<file path="src/rtl/spi_rx_buffer_if.sv">
`default_nettype none
// ============================================================================
//  Module      : spi_rx_buffer_if
//  Description : Shifter handshake and host read-port bundle for the SPI
//                receive holding buffer.
//  Revision    : 1.0 - initial release
// ============================================================================
interface spi_rx_buffer_if #(
  parameter int WIDTH  = 8,
  parameter int AWIDTH = 2
) ();
  // Shift-register side
  logic [WIDTH-1:0]  RXB_ShiftData_In;
  logic              RXB_ShiftValidN;
  logic              RXB_ShiftAckN;
  logic              RXB_CmdN;
  // Host side
  logic              RXB_ReadN;
  logic              RXB_ClrOvrN;
  logic [WIDTH-1:0]  RXB_Data_Out;
  logic              RXB_Empty;
  logic              RXB_Full;
  logic [AWIDTH:0]   RXB_Count;
  logic              RXB_Overrun;

  // Buffer view
  modport slave (
    input  RXB_ShiftData_In, RXB_ShiftValidN, RXB_CmdN, RXB_ReadN, RXB_ClrOvrN,
    output RXB_ShiftAckN, RXB_Data_Out, RXB_Empty, RXB_Full, RXB_Count, RXB_Overrun
  );

  // Shifter/host view
  modport master (
    output RXB_ShiftData_In, RXB_ShiftValidN, RXB_CmdN, RXB_ReadN, RXB_ClrOvrN,
    input  RXB_ShiftAckN, RXB_Data_Out, RXB_Empty, RXB_Full, RXB_Count, RXB_Overrun
  );
endinterface
`default_nettype wire

</file>
<file path="src/rtl/spi_rx_buffer.sv">
`default_nettype none
// ============================================================================
//  Module      : spi_rx_buffer
//  Description : SPI receive holding buffer. Takes bytes from the shifter via
//                a four-phase ValidN/AckN handshake into a DEPTH-entry
//                circular FIFO with show-ahead read and sticky overrun.
//  Revision    : 1.0 - initial release
// ============================================================================
module spi_rx_buffer #(
  parameter int WIDTH  = 8,
  parameter int DEPTH  = 4,
  parameter int AWIDTH = 2
) (
  input  wire             RXB_Clk,
  input  wire             RXB_Rst,
  spi_rx_buffer_if.slave  bus
);

  localparam logic [AWIDTH:0] c_DEPTH = DEPTH[AWIDTH:0];

  typedef enum logic [0:0] {
    ST_IDLE = 1'b0,
    ST_ACK  = 1'b1
  } state_t;

  state_t            r_state;
  logic              r_ack_n;
  logic              r_valid_q;
  logic [AWIDTH-1:0] r_wr_ptr;
  logic [AWIDTH-1:0] r_rd_ptr;
  logic [AWIDTH:0]   r_count;
  logic              r_overrun;
  logic [WIDTH-1:0]  r_mem [DEPTH];

  logic w_empty;
  logic w_full;
  logic w_take;
  logic w_pop;
  logic w_room;
  logic w_wr;
  logic w_drop;

  assign w_empty = (r_count == '0);
  assign w_full  = (r_count == c_DEPTH);
  // The FSM only ever looks at the resynchronised valid, never the pin.
  assign w_take  = (r_state == ST_IDLE) && r_valid_q;
  assign w_pop   = !bus.RXB_ReadN && !w_empty;
  // A pop in the take cycle frees the slot the incoming byte needs.
  assign w_room  = !w_full || w_pop;
  assign w_wr    = w_take && bus.RXB_CmdN && w_room;
  assign w_drop  = w_take && bus.RXB_CmdN && !w_room;

  // Handshake FSM: one byte taken per ValidN low period, AckN registered.
  always_ff @(posedge RXB_Clk or posedge RXB_Rst) begin
    if (RXB_Rst) begin
      r_state <= ST_IDLE;
      r_ack_n <= 1'b1;
    end else begin
      case (r_state)
        ST_IDLE: begin
          if (r_valid_q) begin
            r_ack_n <= 1'b0;
            r_state <= ST_ACK;
          end
        end
        ST_ACK: begin
          if (!r_valid_q) begin
            r_ack_n <= 1'b1;
            r_state <= ST_IDLE;
          end
        end
        default: begin
          r_ack_n <= 1'b1;
          r_state <= ST_IDLE;
        end
      endcase
    end
  end

  // Input sampling, pointers, occupancy and sticky overrun.
  always_ff @(posedge RXB_Clk or posedge RXB_Rst) begin
    if (RXB_Rst) begin
      r_valid_q <= 1'b0;
      r_wr_ptr  <= '0;
      r_rd_ptr  <= '0;
      r_count   <= '0;
      r_overrun <= 1'b0;
    end else begin
      r_valid_q <= !bus.RXB_ShiftValidN;
      if (w_wr) begin
        r_wr_ptr <= r_wr_ptr + 1'b1;
      end
      if (w_pop) begin
        r_rd_ptr <= r_rd_ptr + 1'b1;
      end
      if (w_wr && !w_pop) begin
        r_count <= r_count + 1'b1;
      end else if (!w_wr && w_pop) begin
        r_count <= r_count - 1'b1;
      end
      // A drop in the same cycle as a clear leaves the flag set.
      if (w_drop) begin
        r_overrun <= 1'b1;
      end else if (!bus.RXB_ClrOvrN) begin
        r_overrun <= 1'b0;
      end
    end
  end

  // Storage array; contents need no reset since count gates visibility.
  always_ff @(posedge RXB_Clk) begin
    if (w_wr) begin
      r_mem[r_wr_ptr] <= bus.RXB_ShiftData_In;
    end
  end

  assign bus.RXB_ShiftAckN = r_ack_n;
  assign bus.RXB_Data_Out  = w_empty ? {WIDTH{1'b1}} : r_mem[r_rd_ptr];
  assign bus.RXB_Empty     = w_empty;
  assign bus.RXB_Full      = w_full;
  assign bus.RXB_Count     = r_count;
  assign bus.RXB_Overrun   = r_overrun;

endmodule
`default_nettype wire

</file>
<file path="src/flat_wrapper.sv">
// flat-port wrapper written by rule: the top's interface ports become plain ports
module spi_rx_buffer_flat 
#(
  parameter int WIDTH  = 8,
  parameter int DEPTH  = 4,
  parameter int AWIDTH = 2
)
  (RXB_Clk, RXB_Rst, bus_RXB_ShiftData_In, bus_RXB_ShiftValidN, bus_RXB_CmdN, bus_RXB_ReadN, bus_RXB_ClrOvrN, bus_RXB_ShiftAckN, bus_RXB_Data_Out, bus_RXB_Empty, bus_RXB_Full, bus_RXB_Count, bus_RXB_Overrun);
  spi_rx_buffer_if #(.WIDTH(WIDTH), .AWIDTH(AWIDTH)) bus_i ();
  input  wire RXB_Clk;
  input  wire RXB_Rst;
  input wire logic [$bits(bus_i.RXB_ShiftData_In)-1:0] bus_RXB_ShiftData_In;
  input wire logic [$bits(bus_i.RXB_ShiftValidN)-1:0] bus_RXB_ShiftValidN;
  input wire logic [$bits(bus_i.RXB_CmdN)-1:0] bus_RXB_CmdN;
  input wire logic [$bits(bus_i.RXB_ReadN)-1:0] bus_RXB_ReadN;
  input wire logic [$bits(bus_i.RXB_ClrOvrN)-1:0] bus_RXB_ClrOvrN;
  output wire logic [$bits(bus_i.RXB_ShiftAckN)-1:0] bus_RXB_ShiftAckN;
  output wire logic [$bits(bus_i.RXB_Data_Out)-1:0] bus_RXB_Data_Out;
  output wire logic [$bits(bus_i.RXB_Empty)-1:0] bus_RXB_Empty;
  output wire logic [$bits(bus_i.RXB_Full)-1:0] bus_RXB_Full;
  output wire logic [$bits(bus_i.RXB_Count)-1:0] bus_RXB_Count;
  output wire logic [$bits(bus_i.RXB_Overrun)-1:0] bus_RXB_Overrun;
  assign bus_i.RXB_ShiftData_In = bus_RXB_ShiftData_In;
  assign bus_i.RXB_ShiftValidN = bus_RXB_ShiftValidN;
  assign bus_i.RXB_CmdN = bus_RXB_CmdN;
  assign bus_i.RXB_ReadN = bus_RXB_ReadN;
  assign bus_i.RXB_ClrOvrN = bus_RXB_ClrOvrN;
  assign bus_RXB_ShiftAckN = bus_i.RXB_ShiftAckN;
  assign bus_RXB_Data_Out = bus_i.RXB_Data_Out;
  assign bus_RXB_Empty = bus_i.RXB_Empty;
  assign bus_RXB_Full = bus_i.RXB_Full;
  assign bus_RXB_Count = bus_i.RXB_Count;
  assign bus_RXB_Overrun = bus_i.RXB_Overrun;
  spi_rx_buffer #(.WIDTH(WIDTH), .DEPTH(DEPTH), .AWIDTH(AWIDTH)) u_core (.RXB_Clk(RXB_Clk), .RXB_Rst(RXB_Rst), .bus(bus_i));
endmodule
</file>
<file path="config.mk">
export PLATFORM = sky130hd
export DESIGN_NAME = spi_rx_buffer_flat
export DESIGN_NICKNAME = d
export VERILOG_FILES = /design/src/rtl/spi_rx_buffer_if.sv /design/src/rtl/spi_rx_buffer.sv /design/src/flat_wrapper.sv
export SDC_FILE = /design/constraint.sdc
export NUM_CORES = 1
export LEC_CHECK = 0
export ABC_CLOCK_PERIOD_IN_PS = 2600
export BUFFER_PORTS_ARGS = -buffer_cell sky130_fd_sc_hd__buf_2
export CORE_UTILIZATION = 55
export DETAILED_ROUTE_END_ITERATION = 7
export GPL_ROUTABILITY_DRIVEN = 0
export PLACE_DENSITY = 0.76
export RECOVER_POWER = 50
export REMOVE_ABC_BUFFERS = 1
export SLEW_MARGIN = 0
export SYNTH_ARGS = -nofsm -noshare
export SYNTH_HDL_FRONTEND = slang
export SYNTH_SLANG_ARGS = --single-unit
</file>
<file path="constraint.sdc">
create_clock -name RXB_Clk -period 2.6 [get_ports RXB_Clk]
set_input_delay 0.65 -clock RXB_Clk [delete_from_list [all_inputs] [get_ports RXB_Clk]]
set_output_delay 0.65 -clock RXB_Clk [all_outputs]
set_load 0.05 [all_outputs]
</file>
# After elaboration in Yosys (flattened, before gate mapping)
# Memories as Yosys holds them, arrays and structs flattened.
# Cells that the tools add are included.
# W data, S select, Z words.
[op_classes]
addsub = 4
bitwise_logic = 1
reduce_logical = 18
n_eq_ne = 4
muxes = 11
[ops]
columns = ["operator", "n"]
rows = [
  ["$mux W8", 1],
  ["$logic_and A1 B1 Y1", 7],
  ["$logic_not A1 Y1", 7],
  ["$mux W1", 7],
  ["$mux W3", 2],
  ["$add A2 B1 Y2 const B", 2],
  ["$ne A2 B1 Y1 const B", 2],
  ["$add A3 B1 Y3 const B", 1],
  ["$eq A3 B3 Y1 const B", 1],
  ["$logic_not A3 Y1", 1],
  ["$sub A3 B1 Y3 const B", 1],
  ["$ne A2 B2 Y1 const B", 1],
  ["$pmux W1 S2", 1],
  ["$reduce_and A2 Y1", 1],
  ["$reduce_bool A2 Y1", 1],
  ["$logic_or A1 B1 Y1", 1],
  ["$not A1 Y1", 1],
]
[word_totals]
memories = 1
ramBits = 32
register_bits = 11
in_bits = 14
out_inout_bits = 15
[memory_table]
columns = ["memory", "words", "word_bits", "read_ports", "rd_ports_with_merged_regs", "wr", "line_no", "text"]
rows = [
  ["u_core.r_mem", 4, 8, 1, 0, 1, "spi_rx_buffer.sv:33", "logic [WIDTH-1:0] r_mem [DEPTH];"],
]

# Depth between registers and ports, before layout
[logic_depth]
depth_word = 9
depth_mapped = 10
depth_no_buf = 10

# Worst setup path after synthesis
# OpenSTA, ideal clock, no wires.
[synth_path]
kind = "flip-flop to flip-flop"
start = "register u_core.r_count[2] (netlist: u_core.bus.RXB_Count[2])"
end = "register u_core.r_count[1] (netlist: u_core.bus.RXB_Count[1])"
t_arrival_ps = 2692
slack_ps = -217
setup_time_ps = 125
required_ps = 2475
stages_incl_launch_ff = 7
path_cell_list = "dfrtp_1 nor3b_2 a21oi_2 ha_1 inv_1 fa_1 mux2_2"
[synth_via]
elab_cells_between_ends = 13
cone_classes = "1 x eq/ne; 1 x mux; 11 x reduce/logical"
[synth_lines]
columns = ["item", "line_no", "text"]
rows = [
  ["start, declared", "spi_rx_buffer.sv:31", "logic [AWIDTH:0] r_count;"],
  ["start signal, assigned", "spi_rx_buffer.sv:97", "r_count <= r_count + 1'b1;"],
  ["start signal, assigned", "spi_rx_buffer.sv:99", "r_count <= r_count - 1'b1;"],
  ["$eq A3 B3 Y1 (*)", "spi_rx_buffer.sv:44", "assign w_full = (r_count == c_DEPTH);"],
  ["named net bus_RXB_Full", "flat_wrapper.sv:20", "output wire logic [$bits(bus_i.RXB_Full)-1:0] bus_RXB_Full;"],
  ["$logic_not A1 Y1 (*)", "spi_rx_buffer.sv:49", "assign w_room = !w_full || w_pop;"],
  ["$logic_or A1 B1 Y1 (*)", "spi_rx_buffer.sv:49", ""],
  ["$logic_and A1 B1 Y1 (*)", "spi_rx_buffer.sv:50", "assign w_wr = w_take && bus.RXB_CmdN && w_room;"],
  ["named net u_core.w_wr", "spi_rx_buffer.sv:40", "logic w_wr;"],
  ["$logic_not A1 Y1", "spi_rx_buffer.sv:98", "end else if (!w_wr && w_pop) begin"],
  ["$logic_and A1 B1 Y1", "spi_rx_buffer.sv:98", ""],
  ["$reduce_bool A2 Y1 (no line)", "--", ""],
]
# The timed path passes the listed nets; every way through them passes the cells marked *.
# A chain may end at the register's enable or synchronous reset.

# Worst setup path in the final report
[layout_path]
start = "register u_core.r_rd_ptr[0]"
end = "output port bus_RXB_Data_Out[0]"
[layout_via]
elab_chain_len = 2
[layout_lines]
columns = ["item", "line_no", "text"]
rows = [
  ["start, declared", "spi_rx_buffer.sv:30", "logic [AWIDTH-1:0] r_rd_ptr;"],
  ["start signal, assigned", "spi_rx_buffer.sv:94", "r_rd_ptr <= r_rd_ptr + 1'b1;"],
  ["$mem_v2 Z4 W8", "--", ""],
  ["$mux W8", "spi_rx_buffer.sv:118", "assign bus.RXB_Data_Out = w_empty ? {WIDTH{1'b1}} : r_mem[r_rd_ptr];"],
  ["end, declared", "flat_wrapper.sv:18", "output wire logic [$bits(bus_i.RXB_Data_Out)-1:0] bus_RXB_Data_Out;"],
]
# Every way passes these cells.

==> run_results.csv <==
group,metric,value,unit
grt,track_usage,17.71,%
outcome,status,"completed",
timing,finalMaxSlewViolations,0,
timing,relSlewSlack,66.40,%
worst_setup_path,slowest_stage,"mux4_2",
final_layout,drive_gt1_share,33.09,%
final_layout,fillCellCount,233,
synth,ys_seq_area_share,69.31,%
final_layout,fin_cells,180,
detailed_routing,vias,904,
detailed_routing,drt_iter0_markers,27,
detailed_routing,avgRoutedWirePerCell,14.46,µm
worst_setup_path,cp_top_family,"multiplexers",
cts,hold_buffers,0,
die,core_area,0.003078,mm²
cts,cts_setup_buffers,0,
cts,numCtsBuffers,5,
worst_setup_path,crit_buf_inv,2,
die,dieArea,0.003478,mm²
timing,tightestPinTransition,502.9,ps
die,die_w,58.98,µm
placement,placed_cell_area,0.001989,mm²
timing,setup_violations,0,
die,core.rowCount,20,
synth,synth.area.top_cells,"edfxtp_1 54%, dfrtp_1 14%, mux4_2 10%, ha_1 4.2%, or2_1 2.8%",
worst_setup_path,required,1950,ps
worst_setup_path,slowest_delay,510,ps
final_layout,multi_input_area,499.2,µm²
placement,place_inst,172,
cts,clockRootBuffer,"clkbuf_4",
final_layout,final_area,0.002028,mm²
timing,finalHoldViolations,0,
cts,clkSinkCount,43,
synth,synth_cells,99,
synth,synth_top_cell_by_area,"edfxtp_1",
cts,clkTransAtPathRegs,120,ps
die,ios,29,
detailed_routing,vias_per_cell,5.022,
synth,netlist.area_leader.share,53.82,%
grt,antenna_found_initial,0,
synth,yosysWarnings,0,
synth,synth_seq_cells,43,
worst_setup_path,critPathLaunch,"u_core.r_rd_ptr[0]",
grt,grt_pass1_vias,882,
timing,fmax,403.0,MHz
worst_setup_path,setup.worst_path.start_class,"flip-flop",
detailed_routing,drt_wl_total,2602,µm
final_layout,fin_nets,156,
cts,clk_latency,350,ps
die,fp.dieH,58.98,µm
timing,rsz0062_at_grt,"no",
grt,grt_pass1_wl,4119,µm
timing,period_share,95.43,%
pwr,power.static_leakage,0.0007770,µW
timing,skew,8.229,ps
timing,period_needed,2481,ps
worst_setup_path,crit_chain,"buf_4 -> mux4_2 -> or2_1 -> buf_2",
synth,avgSynthCellArea,18.03,µm²
min_path,hold_path.class,"in -> async",
final_layout,n_antenna_cell,0,
detailed_routing,drcViolationCount,0,
detailed_routing,drtPass1Iterations,4,
final_layout,final_core_util,65.89,%
die,start_util,58.01,%
worst_setup_path,endpoint_kind,"output pin",
worst_setup_path,crit_type,"reg -> out",
final_layout,seq_area,0.001237,mm²
placement,numPortBuffers,28,
grt,grt_max_degree,15,
synth,synth_area,0.001785,mm²
synth,ys_types,24,
cts,clk_path_buf_depth,2,
timing,postLayoutSetupSlackWorst,118.8,ps
grt,overflow,0,
worst_setup_path,cp_max_fo,6,
pwr,power_density,1122,mW/mm²
cts,cts_tree,"built",
job,cap_violations,0,
final_layout,final_common_cell,"edfxtp_1",
worst_setup_path,rr_startpoint,"u_core.bus.RXB_Count[0]",
placement,dp_hpwl,1866,µm
final_layout,final_cell_mix,"32 x edfxtp_1, 20 x buf_2, 10 x dfrtp_1",
pwr,ir_drop,0.5880,mV
cts,cts.repair.resized,0,
final_layout,area_delta_synth_final,13.60,%
cts,h-tree-depth,2,
placement,dpl_worst_slack,423.6,ps
detailed_routing,ant_nets,0,
worst_setup_path,critPathArrivalTime,1830,ps
==> final cells by class <==
type                            count  share of cell area, %
Timing Repair Buffer               32                  7.711
Tap cell                           44                  2.714
Clock inverter                      3                 0.9870
Clock buffer                        5                  1.851
Sequential cell                    43                  61.01
Inverter                            6                  1.110
Multi-Input combinational cell     47                  24.61
==> cell usage after synthesis <==
| cell | n |
|---|---|
| a21oi_2 | 1 |
| and2_1 | 4 |
| buf_2 | 1 |
| buf_6 | 1 |
| clkbuf_2 | 1 |
| dfrtp_1 | 10 |
| dfstp_2 | 1 |
| edfxtp_1 | 32 |
| fa_1 | 1 |
| ha_1 | 6 |
| inv_1 | 6 |
| mux2_2 | 1 |
| mux2_4 | 1 |
| mux4_2 | 8 |
| nand2_1 | 4 |
| nand4_1 | 1 |
| nor2_1 | 1 |
| nor3_1 | 1 |
| nor3b_2 | 2 |
| o21ai_0 | 1 |
| or2_1 | 8 |
| or2_2 | 1 |
| xnor2_1 | 3 |
| xor2_1 | 3 |
==> path summary, 6_finish.rpt <==
path	end	slack, ps	cells after the start
worst max-delay path	bus_RXB_Data_Out[0]	120	4
worst min-delay path	u_core.r_rd_ptr[1]	260	2
worst max register to register	u_core.bus.RXB_Count[1]	430	6
worst min register to register	u_core.r_state	400	0
max in group asynchronous	u_core.bus.RXB_ShiftAckN	2010	2
min in group RXB_Clk	u_core.r_state	400	0
==> kinds of logic (layout without fill, tap and decap cells) <==
| family | count (synthesis) | count (layout) | synth area share, % |
|---|---|---|---|
| mux | 10 | 10 | 11.56 |
| xor+xnor | 6 | 6 | 2.944 |
| flops | 43 | 43 | 69.31 |
| compound gates | 2 | 2 | 0.7707 |
| buf+inv | 9 | 46 | 2.452 |
| simple gates | 22 | 22 | 7.638 |
| fa+ha+maj | 7 | 7 | 5.326 |
==> flip-flops by register name (all words and copies together), names as in the netlist <==
signal / count
u_core.r_mem: 32
u_core.bus.RXB_Count: 3
u_core.r_rd_ptr: 2
u_core.r_wr_ptr: 2
u_core.bus.RXB_Overrun: 1
u_core.bus.RXB_ShiftAckN: 1
u_core.r_state: 1
u_core.r_valid_q: 1
==> power breakdown <==
part | total [µW] | internal, µW | switching (µW)
clock | 313 | 103 | 209
sequential | 923 | 831 | 91.6
combinational | 1040 | 363 | 677
total | 2280 | 1300 | 978
==> stage by stage <==
step | total power, µW | hold WS [ps] | setup TNS [ps]
2_1_floorplan | 1743 | 359.7 | -8353
3_3_place_gp | 1970 | 369.2 | 0
3_5_place_dp | 1996 | 380.2 | 0
4_1_cts | 2308 | 263.8 | 0
5_1_grt | 2408 | 283.5 | 0
6_report | 2276 | 260.2 | 0
==> layer usage <==
metal	wire length (µm)	GRT usage [%]	vias up
li1	-	-	431
met1	1099	21.84	447
met2	1336	27.92	21
met3	112	6.769	5
met4	53	8.163	0
met5	0	0	-
Power figures use the tool's default switching activity.
